<file path="src/rtl/mem_arbiter.sv">
// -----------------------------------------------------------------------------
// mem_arbiter
//
// Shares the single main-memory port between the instruction cache
// (read-only) and the data cache (read/write). At most one transaction is in
// flight: an address phase, then BEATS write-data beats (dcache writes) or
// BEATS read-response beats. Ties are broken round-robin against the
// requester that completed the last transaction, so neither cache can starve
// the other.
//
// Ports
//   clk, reset               : rising-edge clock, synchronous active-high reset
//   ic_req_*                 : icache line-read request (valid/ready/addr)
//   ic_resp_valid/data       : icache read beats
//   dc_req_*                 : dcache request (valid/ready/rw/addr)
//   dc_req_data_*            : dcache write beats (valid/ready/bits/mask)
//   dc_resp_valid/data       : dcache read beats
//   mem_req_*                : memory request (valid/ready/rw/addr)
//   mem_req_data_*           : memory write beats (valid/ready/bits/mask)
//   mem_resp_valid/data      : memory read beats (no backpressure)
// -----------------------------------------------------------------------------
module mem_arbiter #(
  parameter int ADDR_W = 28,
  parameter int DATA_W = 128,
  parameter int BEATS  = 4
) (
  input  logic                  clk,
  input  logic                  reset,

  input  logic                  ic_req_valid,
  output logic                  ic_req_ready,
  input  logic [ADDR_W-1:0]     ic_req_addr,
  output logic                  ic_resp_valid,
  output logic [DATA_W-1:0]     ic_resp_data,

  input  logic                  dc_req_valid,
  output logic                  dc_req_ready,
  input  logic                  dc_req_rw,
  input  logic [ADDR_W-1:0]     dc_req_addr,
  input  logic                  dc_req_data_valid,
  output logic                  dc_req_data_ready,
  input  logic [DATA_W-1:0]     dc_req_data_bits,
  input  logic [DATA_W/8-1:0]   dc_req_data_mask,
  output logic                  dc_resp_valid,
  output logic [DATA_W-1:0]     dc_resp_data,

  output logic                  mem_req_valid,
  input  logic                  mem_req_ready,
  output logic                  mem_req_rw,
  output logic [ADDR_W-1:0]     mem_req_addr,
  output logic                  mem_req_data_valid,
  input  logic                  mem_req_data_ready,
  output logic [DATA_W-1:0]     mem_req_data_bits,
  output logic [DATA_W/8-1:0]   mem_req_data_mask,
  input  logic                  mem_resp_valid,
  input  logic [DATA_W-1:0]     mem_resp_data
);

  localparam int CNT_W = $clog2(BEATS);

  localparam logic [1:0] S_IDLE  = 2'd0;
  localparam logic [1:0] S_ADDR  = 2'd1;
  localparam logic [1:0] S_WDATA = 2'd2;
  localparam logic [1:0] S_RESP  = 2'd3;

  localparam logic G_IC = 1'b0;
  localparam logic G_DC = 1'b1;

  localparam logic [CNT_W-1:0] LAST_BEAT = CNT_W'(BEATS - 1);

  logic [1:0]       r_state;
  logic [CNT_W-1:0] r_beat_cnt;
  logic             r_grant;
  logic             r_last_grant;

  logic w_any_req;
  logic w_next_grant;
  logic w_rw;
  logic w_wbeat;
  logic w_rbeat;
  logic w_last_beat;

  // Arbitration decision for the IDLE cycle. On a tie the requester that did
  // not finish the previous transaction wins.
  // NOTE: every signal assigned in an always_comb gets a default first, so no
  // path leaves it unassigned and no latch is inferred.
  always_comb begin
    w_next_grant = G_IC;
    if (ic_req_valid && dc_req_valid) begin
      w_next_grant = ~r_last_grant;
    end else if (dc_req_valid) begin
      w_next_grant = G_DC;
    end
  end

  assign w_any_req   = ic_req_valid | dc_req_valid;
  // The icache is read-only, so only a dcache grant can produce a write.
  assign w_rw        = (r_grant == G_DC) ? dc_req_rw : 1'b0;
  assign w_wbeat     = (r_state == S_WDATA) && dc_req_data_valid && mem_req_data_ready;
  // Response beats count only in RESP; stray memory beats elsewhere are dropped.
  assign w_rbeat     = (r_state == S_RESP) && mem_resp_valid;
  assign w_last_beat = (r_beat_cnt == LAST_BEAT);

  // Address phase: forward the granted request; ready flows straight back.
  assign mem_req_valid = (r_state == S_ADDR);
  assign mem_req_rw    = w_rw;
  assign mem_req_addr  = (r_grant == G_DC) ? dc_req_addr : ic_req_addr;
  assign ic_req_ready  = (r_state == S_ADDR) && (r_grant == G_IC) && mem_req_ready;
  assign dc_req_ready  = (r_state == S_ADDR) && (r_grant == G_DC) && mem_req_ready;

  // Write-data phase: a pure pass-through of the dcache beat handshake.
  assign mem_req_data_valid = (r_state == S_WDATA) && dc_req_data_valid;
  assign dc_req_data_ready  = (r_state == S_WDATA) && mem_req_data_ready;
  assign mem_req_data_bits  = dc_req_data_bits;
  assign mem_req_data_mask  = dc_req_data_mask;

  // Response phase: data fans out to both caches, valid only to the owner.
  assign ic_resp_valid = w_rbeat && (r_grant == G_IC);
  assign dc_resp_valid = w_rbeat && (r_grant == G_DC);
  assign ic_resp_data  = mem_resp_data;
  assign dc_resp_data  = mem_resp_data;

  // Only control state is reset; the data paths are pure pass-throughs and
  // carry no state of their own.
  // NOTE: sequential state is updated with non-blocking assignments so every
  // register samples the pre-edge values of the others.
  always_ff @(posedge clk) begin
    if (reset) begin
      r_state      <= S_IDLE;
      r_beat_cnt   <= '0;
      r_grant      <= G_IC;
      r_last_grant <= G_DC;
    end else begin
      case (r_state)
        S_IDLE: begin
          if (w_any_req) begin
            r_grant <= w_next_grant;
            r_state <= S_ADDR;
          end
        end

        // The arbiter stays here until the memory handshake, even if the
        // granted requester drops valid in the meantime.
        S_ADDR: begin
          if (mem_req_ready) begin
            r_beat_cnt <= '0;
            r_state    <= w_rw ? S_WDATA : S_RESP;
          end
        end

        S_WDATA: begin
          if (w_wbeat) begin
            if (w_last_beat) begin
              r_beat_cnt   <= '0;
              r_last_grant <= r_grant;
              r_state      <= S_IDLE;
            end else begin
              r_beat_cnt <= r_beat_cnt + CNT_W'(1);
            end
          end
        end

        S_RESP: begin
          if (w_rbeat) begin
            if (w_last_beat) begin
              r_beat_cnt   <= '0;
              r_last_grant <= r_grant;
              r_state      <= S_IDLE;
            end else begin
              r_beat_cnt <= r_beat_cnt + CNT_W'(1);
            end
          end
        end

        default: r_state <= S_IDLE;
      endcase
    end
  end

endmodule

</file>
<file path="config.mk">
export PLATFORM = sky130hd
export DESIGN_NAME = mem_arbiter
export DESIGN_NICKNAME = d
export VERILOG_FILES = /design/src/rtl/mem_arbiter.sv
export SDC_FILE = /design/constraint.sdc
export NUM_CORES = 1
export LEC_CHECK = 0
export BUFFER_PORTS_ARGS = -buffer_cell sky130_fd_sc_hd__buf_2
export CAP_MARGIN = 20
export CORE_AREA = 2 2 304 306
export DETAILED_ROUTE_END_ITERATION = 10
export DIE_AREA = 0 0 306 308
export GPL_ROUTABILITY_DRIVEN = 0
export PLACE_DENSITY = 0.3
export SETUP_SLACK_MARGIN = 0.4
export SKIP_LAST_GASP = 1
export SYNTH_ARGS = -nofsm -noshare
export SYNTH_HDL_FRONTEND = slang
export SYNTH_SLANG_ARGS = --single-unit
</file>
<file path="constraint.sdc">
create_clock -name clk -period 1.7 [get_ports clk]
set_input_delay 0.34 -clock clk [delete_from_list [all_inputs] [get_ports clk]]
set_output_delay 0.34 -clock clk [all_outputs]
set_load 0.1 [all_outputs]
</file>
==> reports/results.md, run 1 <==
* **status** finished, final reports clean
* **ratio of routed vias to standard cells** 1.27
* **post-synthesis mux area share** 0.0903
* **most common cell after layout, fill and taps aside** buf_2
* **proportion of netlist area held by the largest area contributor** 0.788
* **cell area after synthesis** 3820 um2
* **Worst Path Max Fanout** 10
* **startpoint type of the worst setup path** flip-flop
* **Detail Route met2 WL** 5110 um
* **hold path cells** 3
* **number of flip-flops and latches in the synthesized netlist** 6
* **Worst Min Path Start** dc_req_valid
* **final worst hold slack** 0.381 ns
* **via count of the first global-routing pass** 1957
* **clock tree from TritonCTS** done
* **HPWL Detailed** 10400 um
* **largest family of logic cells by synthesized area** buffers and inverters
* **worst ir drop on vdd** 0.209 mV
* **number of nets at the end of the flow** 546
* **number of buffers added on ports** 100
* **Cells after Synth** 494
* **Area growth syn-to-layout** -1.73%
* **met3 layer wire length in the routed design** 3290 um
* **count of unique library cells instantiated by Yosys** 32
* **fraction of layout cells with a size suffix above 1** 0.820
* **horizontal die dimension** 306 um
* **setup slack of the critical path after layout** 0.00612 ns
* **final setup TNS** 0 ns
* **number of hold buffers added after CTS** 0
* **leading post-synthesis cells by cell area** buf_4 (79%), mux2_2 (8.2%), dfxtp_1 (3.1%)
* **critical path arrival** 1.35 ns
* **time the final worst path needs with I/O delays and setup** 1.69 ns
* **worst reg2reg path depth** 5
* **share of synthesized cell area in and, or, nand and nor gates** 0.0507
* **Compound-Gate Fraction of Synth Area** 0.0239
* **sink of the worst hold path** r_grant
* **total die area** 94200 um2
* **DRC** 0
* **power density normalized to cell area** 471 nW/um2
* **post-synthesis average cell area** 7.74 um2
* **wire length of the first global-routing pass** 15300 um
* **Clock Tree Buf Depth** 2
* **FF-to-FF setup slack** 0.42 ns
* **I/O pin total** 773
* **number of sinks handled by clock tree synthesis** 6
* **path type of the worst min-delay path** in -> reg
* **master cell of the clock root buffer** clkbuf_16
* **count of standard-cell rows** 111
* **number of design-rule violations left by the first detailed-router iteration** 43
* **RSZ-0062 raised after global routing** true
* **capture instance of the worst register-to-register path** r_beat_cnt[1]
* **Synth area leader** buf_4
* **final slew viol count** 0
* **Hold Fails Final Rpt** 0
* **highest clock frequency the design can meet** 590 MHz
* **worst setup slack after placement** 0.235 ns
* **post-CTS clock slew at the launch and capture registers of the worst setup and hold paths** 0.03 ns
* **routed len/inst** 8.90 um
* **via total after detailed routing** 1769
* **Worst Skew** 0.00352 ns
* **cell with the largest stage delay on the worst path** dfxtp_4
* **adder and majority gate portion of the synthesized area** 0.00327
* **final core area utilization** 0.0413
* **classification of the worst setup path** reg -> out
* **number of search-and-repair iterations in the first detailed-routing pass** 4
* **top layer used by detailed routing** met4
* **count of nets left with antenna violations after detail routing** 0
* **M1 wire length** 2210 um
* **pin count of the biggest net entering global routing** 15
* **remaining global-route overflow** 0
* **critical path's most frequent cell** buf_12
* **Yosys warning total** 0
* **Final Cycle Share** 0.996
* **maximum single-stage delay on the critical path** 0.40 ns
* **setup violation total in the final timing report** 0
* **data required time of the worst path** 1.36 ns
* **Worst Max-Slew Pin Slew** 0.179 ns
* **Critical Path Sink Type** output pin
* **total length of routed wires** 12400 um
* **xor/xnor cell area share of the yosys netlist** 0
* **number of nets produced by synthesis** 832
* **area of the placeable core** 91000 um2
* **startpoint of the lowest-slack register-to-register path** r_state[1]
* **number of CTS-inserted buffers** 3
* **commonest cells after routing, fill and taps aside** buf_2 (64), buf_12 (38), mux2_4 (27)
* **clock latency on the worst-skew pair** 0.23 ns
* **effective utilization at floorplan** 0.0420
* **leakage power total** 0.00111 uW
* **gr usage total** 0.0233
* **H-tree lvl count** 1
* **Critical Path, Cell by Cell** buf_12 > mux2_4 > buf_12
* **Worst setup startpoint** r_grant
* **max cap viols** 0
* **share of synthesized area occupied by flip-flops and latches** 0.0314
* **chip height** 308 um
* **number of antenna violations at the first check in global routing** 1
* **Relative slew margins** 0.878
[per-stage QoR]
stage / instance area (um2) / std cells / total power, uW
2_1_floorplan: 4010 / 494 / 5330
5_1_grt: 3760 / 1393 / 1830
4_1_cts: 3670 / 1388 / 1750
3_5_place_dp: 3510 / 1378 / 1320
6_report: 3760 / 1393 / 1770
3_3_place_gp: 3510 / 1378 / 1320
[layout make-up]
cell class              instances  area, um2
diodes                          1       2.50
clock buffers                   3       75.1
fillers                     10800      87200
inverters                       3       11.3
multi-input cells              79        816
flip-flops and latches          6        133
well taps                    1186       1480
repair buffers                115       1230
[state kept, by name, indices dropped and copies added (netlist names)]
register      cells
r_beat_cnt        2
r_state           2
r_last_grant      1
r_grant           1
[cell usage after synthesis, drive strengths merged]
cell type	instances
a211o	1
a21o	1
a21oi	5
a311o	1
a31oi	1
and2	1
and2b	3
and3	2
and4b	1
buf	406
dfxtp	6
ha	1
inv	3
mux2	28
mux2i	3
nand2	6
nand2b	1
nand3	3
nand3b	3
nor2	8
nor2b	2
nor3	1
nor3b	1
nor4b	1
o211ai	1
o21ai	2
o22ai	1
o311a	1
[layer usage]
metal,GRT usage,vias to the layer above
met3,0.0261,135
li1,-,571
met5,0,-
met1,0.0113,628
met2,0.0326,435
met4,0.0365,0
[logic make-up (layout without fill, tap and decap cells)]
group | count (synthesis) | count (layout)
buffers and inverters | 409 | 121
AND/OR/NAND/NOR | 33 | 33
multiplexers | 31 | 31
AO/OA/AOI/OAI | 14 | 14
flip-flops | 6 | 6
adder cells (fa/ha/maj) | 1 | 1
other | 0 | 1
[worst max path at each step]
stage / end / cells past startpoint
2_1_floorplan: dc_req_ready / 4
3_3_place_gp: mem_req_addr[18] / 3
3_5_place_dp: mem_req_addr[14] / 3
4_1_cts: mem_req_addr[19] / 3
5_1_grt: mem_req_addr[19] / 3
6_report: mem_req_addr[16] / 3
[timing repair]
action / 4_1_cts / 5_1_grt
setup buffers: 6 / 3
hold endpoints to repair: 0 / 0
gates resized for setup: 7 / 10
gates cloned: 1 / 1
setup endpoints to repair: 36 / 40
pin swaps: 0 / 3
[where the power goes]
part / switching, uW / internal (uW)
clock network: 87.6 / 303
logic: 708 / 501
registers: 16.6 / 151
total: 812 / 955
[critical path: cells and delay by family, from the launching register on]
family / cells / cell delay (ns)
buf+inv: 2 / 0.35
mux: 1 / 0.33
flops: 1 / 0.40
No activity file was read; power rests on OpenSTA's default activity.
==> run 2, diff against run 1 <==
BUFFER_PORTS_ARGS = default   (was -buffer_cell sky130_fd_sc_hd__buf_2)
CORE_AREA = 2 2 297 299   (was 2 2 304 306)
DIE_AREA = 0 0 299 301   (was 0 0 306 308)
DONT_BUFFER_PORTS = 1   (was default)
==> reports/results.md, run 2 (synthesis results as in run 1) <==
* **DRC** 0, unchanged
* **number of CTS-inserted buffers** 3, unchanged
* **clock network power share** 0.243, +0.022
* **master cell of the clock root buffer** clkbuf_16
* **Area growth syn-to-layout** -12.6%
* **number of buffers added on ports** 0, -100%
* **switch share** 0.470, +0.0107
* **fraction of power consumed by sequential logic** 0.099, +0.004
* **HPWL Detailed** 11800 um, +13%
* **effective utilization at floorplan** 0.0442, +0.00218
* **setup slack of the critical path after layout** -0.0158 ns, -0.0219 ns
* **most common cell after layout, fill and taps aside** buf_12
* **setup violation total in the final timing report** 9, +9
* **top layer used by detailed routing** met4
* **via total after detailed routing** 1544, -13%
* **leakage power total** 0.000826 uW, -26%
* **top cell family by delay on the critical path** buffers and inverters
* **area after detailed placement** 3090 um2, -12%
* **wire length of the first global-routing pass** 17000 um, +11%
* **switching power summed over all nets** 789 uW, -2.8%
* **number of nets at the end of the flow** 479, -12%
* **total length of routed wires** 14000 um, +13%
* **I/O pin total** 773, unchanged
* **cell with the largest stage delay on the worst path** mux2_2
* **final slew viol count** 0, unchanged
* **classification of the worst setup path** reg -> out
* **Worst Path Max Fanout** 24, +14
* **routed len/inst** 10.8 um, +21%
* **Worst Max-Slew Pin Slew** 0.300 ns, +0.121 ns
* **Critical Path, Cell by Cell** buf_12 > mux2_2 > buf_12
* **time the final worst path needs with I/O delays and setup** 1.72 ns, +0.0219 ns
* **FF-to-FF setup slack** 0.26 ns, -0.16 ns
* **fraction of layout cells with a size suffix above 1** 0.741, -0.0794
* **max cap viols** 0, unchanged
* **data required time of the worst path** 1.36 ns, about the same
* **area of the placeable core** 86500 um2, -4.9%
* **chip height** 301 um, -2.3%
* **M1 wire length** 2600 um, +17%
* **failing checks** negative setup slack
* **number of antenna violations at the first check in global routing** 4, +3
* **Worst Skew** 0.00110 ns, -0.00242 ns
* **highest clock frequency the design can meet** 583 MHz, -1.3%
* **number of design-rule violations left by the first detailed-router iteration** 49, +14%
* **Final Cycle Share** 1.01, +0.0129
* **path type of the worst min-delay path** in -> reg
* **worst ir drop on vdd** 0.393 mV, +88%
* **status** complete, but fails checks
* **Relative slew margins** 0.801, -0.0773
* **met3 layer wire length in the routed design** 3260 um, -0.94%
* **commonest cells after routing, fill and taps aside** buf_12 (35), mux2_4 (27), buf_6 (6)
* **Hold Fails Final Rpt** 0, unchanged
* **critical path's most frequent cell** buf_12
* **via count of the first global-routing pass** 1740, -11%
* **number of hold buffers added after CTS** 0, unchanged
* **worst setup slack after placement** 0.206 ns, -0.0295 ns
* **post-CTS clock slew at the launch and capture registers of the worst setup and hold paths** 0.04 ns, about the same
* **horizontal die dimension** 299 um, -2.3%
* **RSZ-0062 raised after global routing** true
* **clock latency on the worst-skew pair** 0.24 ns, about the same
* **maximum single-stage delay on the critical path** 0.39 ns, about the same
* **remaining global-route overflow** 0, unchanged
* **count of nets left with antenna violations after detail routing** 0, unchanged
* **final setup TNS** -0.0818 ns, -0.0818 ns
* **H-tree lvl count** 1, unchanged
* **number of sinks handled by clock tree synthesis** 6, unchanged
* **largest registers ranked by flip-flop count** r_beat_cnt (2), r_state (2)
* **post-route standard cell area excluding fillers** 3340 um2, -11%
* **ratio of routed vias to standard cells** 1.19, -6.3%
* **Detail Route met2 WL** 6160 um, +20%
* **gr usage total** 0.0283, +0.00498
* **number of search-and-repair iterations in the first detailed-routing pass** 4, unchanged
* **Clock Tree Buf Depth** 2, unchanged
* **Critical Path Sink Type** output pin
* **power density normalized to cell area** 502 nW/um2, +6.8%
* **total chip power** 1680 uW, -5.0%
* **critical path arrival** 1.38 ns, +0.03 ns
* **combined buffer and inverter count along the critical path** 2, unchanged
* **portion of total power attributed to combinational logic** 0.658, -0.026
* **clock tree from TritonCTS** done
* **Internal Dissipation** 889 uW, -6.9%
* **total die area** 90000 um2, -4.5%
* **startpoint type of the worst setup path** flip-flop
* **pin count of the biggest net entering global routing** 25, +10
* **count of standard-cell rows** 108, -2.7%
==> run 2: metal layers <==
metal  global-route usage  up-vias
met4               0.0433        0
met5                    0        -
met1               0.0149      565
met3               0.0281      149
li1                     -      441
met2               0.0413      389
==> run 2: final cells by class <==
cell class                      count  area, um2
Timing Repair Buffer               48        836
Sequential cell                     6        128
Antenna cell                        3       7.51
Multi-Input combinational cell     79        836
Inverter                            3       13.8
Fill cell                       10300      83100
Tap cell                         1155       1450
Clock buffer                        3       75.1
==> run 2: path summary, 6_finish.rpt <==
path              cells past startpoint          endpoint    startpoint
setup / recovery                      3  mem_req_addr[19]       r_grant
hold / removal                        1        r_state[0]         reset
setup reg to reg                      7        r_state[0]       r_grant
hold reg to reg                       2      r_last_grant  r_last_grant
==> run 2: per-stage QoR <==
step	instances	hold slack, ns	utilization
6_report	1297	0.155	0.0386
5_1_grt	1297	0.154	0.0386
4_1_cts	1293	0.153	0.0380
3_5_place_dp	1282	0.405	0.0357
3_3_place_gp	1282	0.411	0.0357
2_1_floorplan	494	0.402	-
==> run 2: what timing repair did <==
item / CTS / global route
pin swaps: 2 / 4
gates resized for setup: 18 / 10
cloned: 0 / 0
buffers inserted: 8 / 1
endpoints found under the setup margin: 36 / 41
==> run 2: power groups by stage <==
stage	sequential (uW)	clock [uW]	combinational [uW]
floorplan	163	0	5170
global placement	166	0	1040
detailed placement	166	0	1040
CTS	167	426	1090
global route	168	427	1140
finish	166	408	1100
==> run 3, diff against run 2 <==
clock period = 1.45 ns   (was 1.7 ns; I/O delays follow)
==> reports/results.md, run 3 (synthesis results as in run 1) <==
* **status** complete, but fails checks
* **failing checks** negative setup slack
* **HPWL Detailed** 9880 um, -16%
* **largest registers ranked by flip-flop count** r_beat_cnt (2), r_state (2)
* **count of nets left with antenna violations after detail routing** 0, unchanged
* **horizontal die dimension** 299 um, unchanged
* **max cap viols** 0, unchanged
* **switching power summed over all nets** 932 uW, +18%
* **I/O pin total** 773, unchanged
* **startpoint type of the worst setup path** flip-flop
* **count of standard-cell rows** 108, unchanged
* **pin count of the biggest net entering global routing** 15, -40%
* **ratio of routed vias to standard cells** 1.21, +1.3%
* **remaining global-route overflow** 0, unchanged
* **chip height** 301 um, unchanged
* **area of the placeable core** 86500 um2, unchanged
* **leakage power total** 0.000861 uW, +4.2%
* **via count of the first global-routing pass** 1769, +1.7%
* **final setup TNS** -3.73 ns, -3.65 ns
* **setup slack of the critical path after layout** -0.136 ns, -0.120 ns
* **number of antenna violations at the first check in global routing** 0, -4
* **Inserted Diodes** 0, -3
* **number of buffers added on ports** 0, unchanged
* **via total after detailed routing** 1561, +1.1%
* **Clock Tree Buf Depth** 2, unchanged
* **critical path arrival** 1.30 ns, -0.08 ns
* **path type of the worst min-delay path** in -> reg
* **Final Cycle Share** 1.09
* **number of nets at the end of the flow** 479, unchanged
* **total die area** 90000 um2, unchanged
* **Hold Fails Final Rpt** 0, unchanged
* **Inst Count DP** 1282, unchanged
* **master cell of the clock root buffer** clkbuf_16
* **classification of the worst setup path** reg -> out
* **switch share** 0.465, -0.00556
* **total length of routed wires** 11800 um, -16%
* **total chip power** 2010 uW, +20%
* **gr usage total** 0.0235, -0.00481
* **time the final worst path needs with I/O delays and setup** 1.59 ns
* **number of search-and-repair iterations in the first detailed-routing pass** 4, unchanged
* **final slew viol count** 0, unchanged
* **clock network power share** 0.243, about the same
* **data required time of the worst path** 1.16 ns, -0.20 ns
* **Area growth syn-to-layout** -10.8%
* **post-CTS clock slew at the launch and capture registers of the worst setup and hold paths** 0.04 ns, about the same
* **fraction of layout cells with a size suffix above 1** 0.743, +0.00185
* **most common cell after layout, fill and taps aside** buf_12
* **sink of the worst hold path** r_beat_cnt[0]
* **fraction of power consumed by sequential logic** 0.098, about the same
* **Internal Dissipation** 1070 uW, +21%
* **commonest cells after routing, fill and taps aside** buf_12 (38), mux2_4 (28)
* **Relative slew margins** 0.801, about the same
* **Final Non-Filler Cells** 1295, -0.15%
* **RSZ-0062 raised after global routing** true
* **DRC** 0, unchanged
* **setup violation total in the final timing report** 32, +23
* **Critical Path Sink Type** output pin
* **Worst Path Max Fanout** 7, -71%
* **portion of total power attributed to combinational logic** 0.659, about the same
* **met2 routing resource usage after global routing** 0.0355, -0.00573
* **worst setup slack after placement** 0.0507 ns, -0.155 ns
* **number of design-rule violations left by the first detailed-router iteration** 40, -18%
* **Worst Max-Slew Pin Slew** 0.300 ns, -0.000229 ns
* **number of sinks handled by clock tree synthesis** 6, unchanged
* **routed len/inst** 9.10 um, -16%
* **hold path cells** 1, unchanged
* **capture instance of the worst register-to-register path** r_beat_cnt[1]
* **wire length of the first global-routing pass** 14600 um, -14%
* **power density normalized to cell area** 589 nW/um2, +17%
* **worst ir drop on vdd** 0.569 mV, +45%
* **final core area utilization** 0.0394, +0.000781
* **clock latency on the worst-skew pair** 0.24 ns, about the same
* **highest clock frequency the design can meet** 630 MHz
* **effective utilization at floorplan** 0.0442, unchanged
* **H-tree lvl count** 1, unchanged
* **global-route track usage on met1** 0.0108, -0.00406
* **number of CTS-inserted buffers** 3, unchanged
* **Most Used Layer, Global Route** met2
* **clock tree from TritonCTS** done
* **startpoint of the lowest-slack register-to-register path** r_state[1]
* **met3 global-route usage** 0.0252, -0.00296
* **worst reg2reg path depth** 6, -1
* **Worst Skew** 0.00555 ns, +0.00444 ns
* **FF-to-FF setup slack** 0.07 ns, -0.19 ns
* **Worst Min Path Start** reset
-- run 3: metrics by stage --
| stage | cell area [um2] | hold slack, ns |
|---|---|---|
| finish | 3410 | 0.107 |
| global route | 3410 | 0.101 |
| CTS | 3380 | 0.102 |
| detailed placement | 3140 | 0.357 |
| global placement | 3140 | 0.353 |
| floorplan | 4040 | 0.349 |
-- run 3: cell type report --
cell class | instances | area (um2)
inverters | 3 | 11.3
well taps | 1155 | 1450
multi-input cells | 79 | 855
fillers | 10300 | 83100
flip-flops and latches | 6 | 136
clock buffers | 4 | 78.8
repair buffers | 48 | 882
-- run 3: how the worst max path moves through the flow --
stage / from / endpoint / slack (ns) / depth (start not counted)
6_report: r_grant / mem_req_addr[17] / -0.14 / 3
2_1_floorplan: r_state[0] / dc_req_ready / -0.32 / 4
3_5_place_dp: r_grant / mem_req_addr[20] / 0.05 / 3
3_3_place_gp: r_grant / mem_req_addr[20] / 0.06 / 3
4_1_cts: r_grant / mem_req_addr[17] / -0.16 / 3
5_1_grt: r_grant / mem_req_addr[17] / -0.18 / 3
-- run 3: power by group through the flow --
stage | Clock [uW] | Sequential, uW | Combinational [uW]
2_1_floorplan | 0 | 192 | 6070
3_3_place_gp | 0 | 199 | 1230
4_1_cts | 504 | 197 | 1320
3_5_place_dp | 0 | 200 | 1230
6_report | 487 | 197 | 1320
5_1_grt | 514 | 199 | 1360
-- run 3: what timing repair did --
| item | in CTS | in global routing |
|---|---|---|
| resized for setup | 19 | 4 |
| endpoints found under the hold margin | 0 | 0 |
| pin swaps | 7 | 4 |
| hold buffers | 0 | 0 |
| setup endpoints to repair | 42 | 42 |
| buffers inserted | 7 | 1 |
| cloned | 1 | 0 |
-- run 3: layer usage --
layer	wire length, um	share of wire	vias up
met3	3100	0.26	155
met1	1970	0.17	558
met2	5090	0.43	413
li1	-	-	435
met4	1630	0.14	0
met5	0	0	-
-- run 3: critical path, stage by stage (launching register included) --
cell	delay, ns
dfxtp_4	0.38
buf_12	0.15
mux2_4	0.33
buf_12	0.17
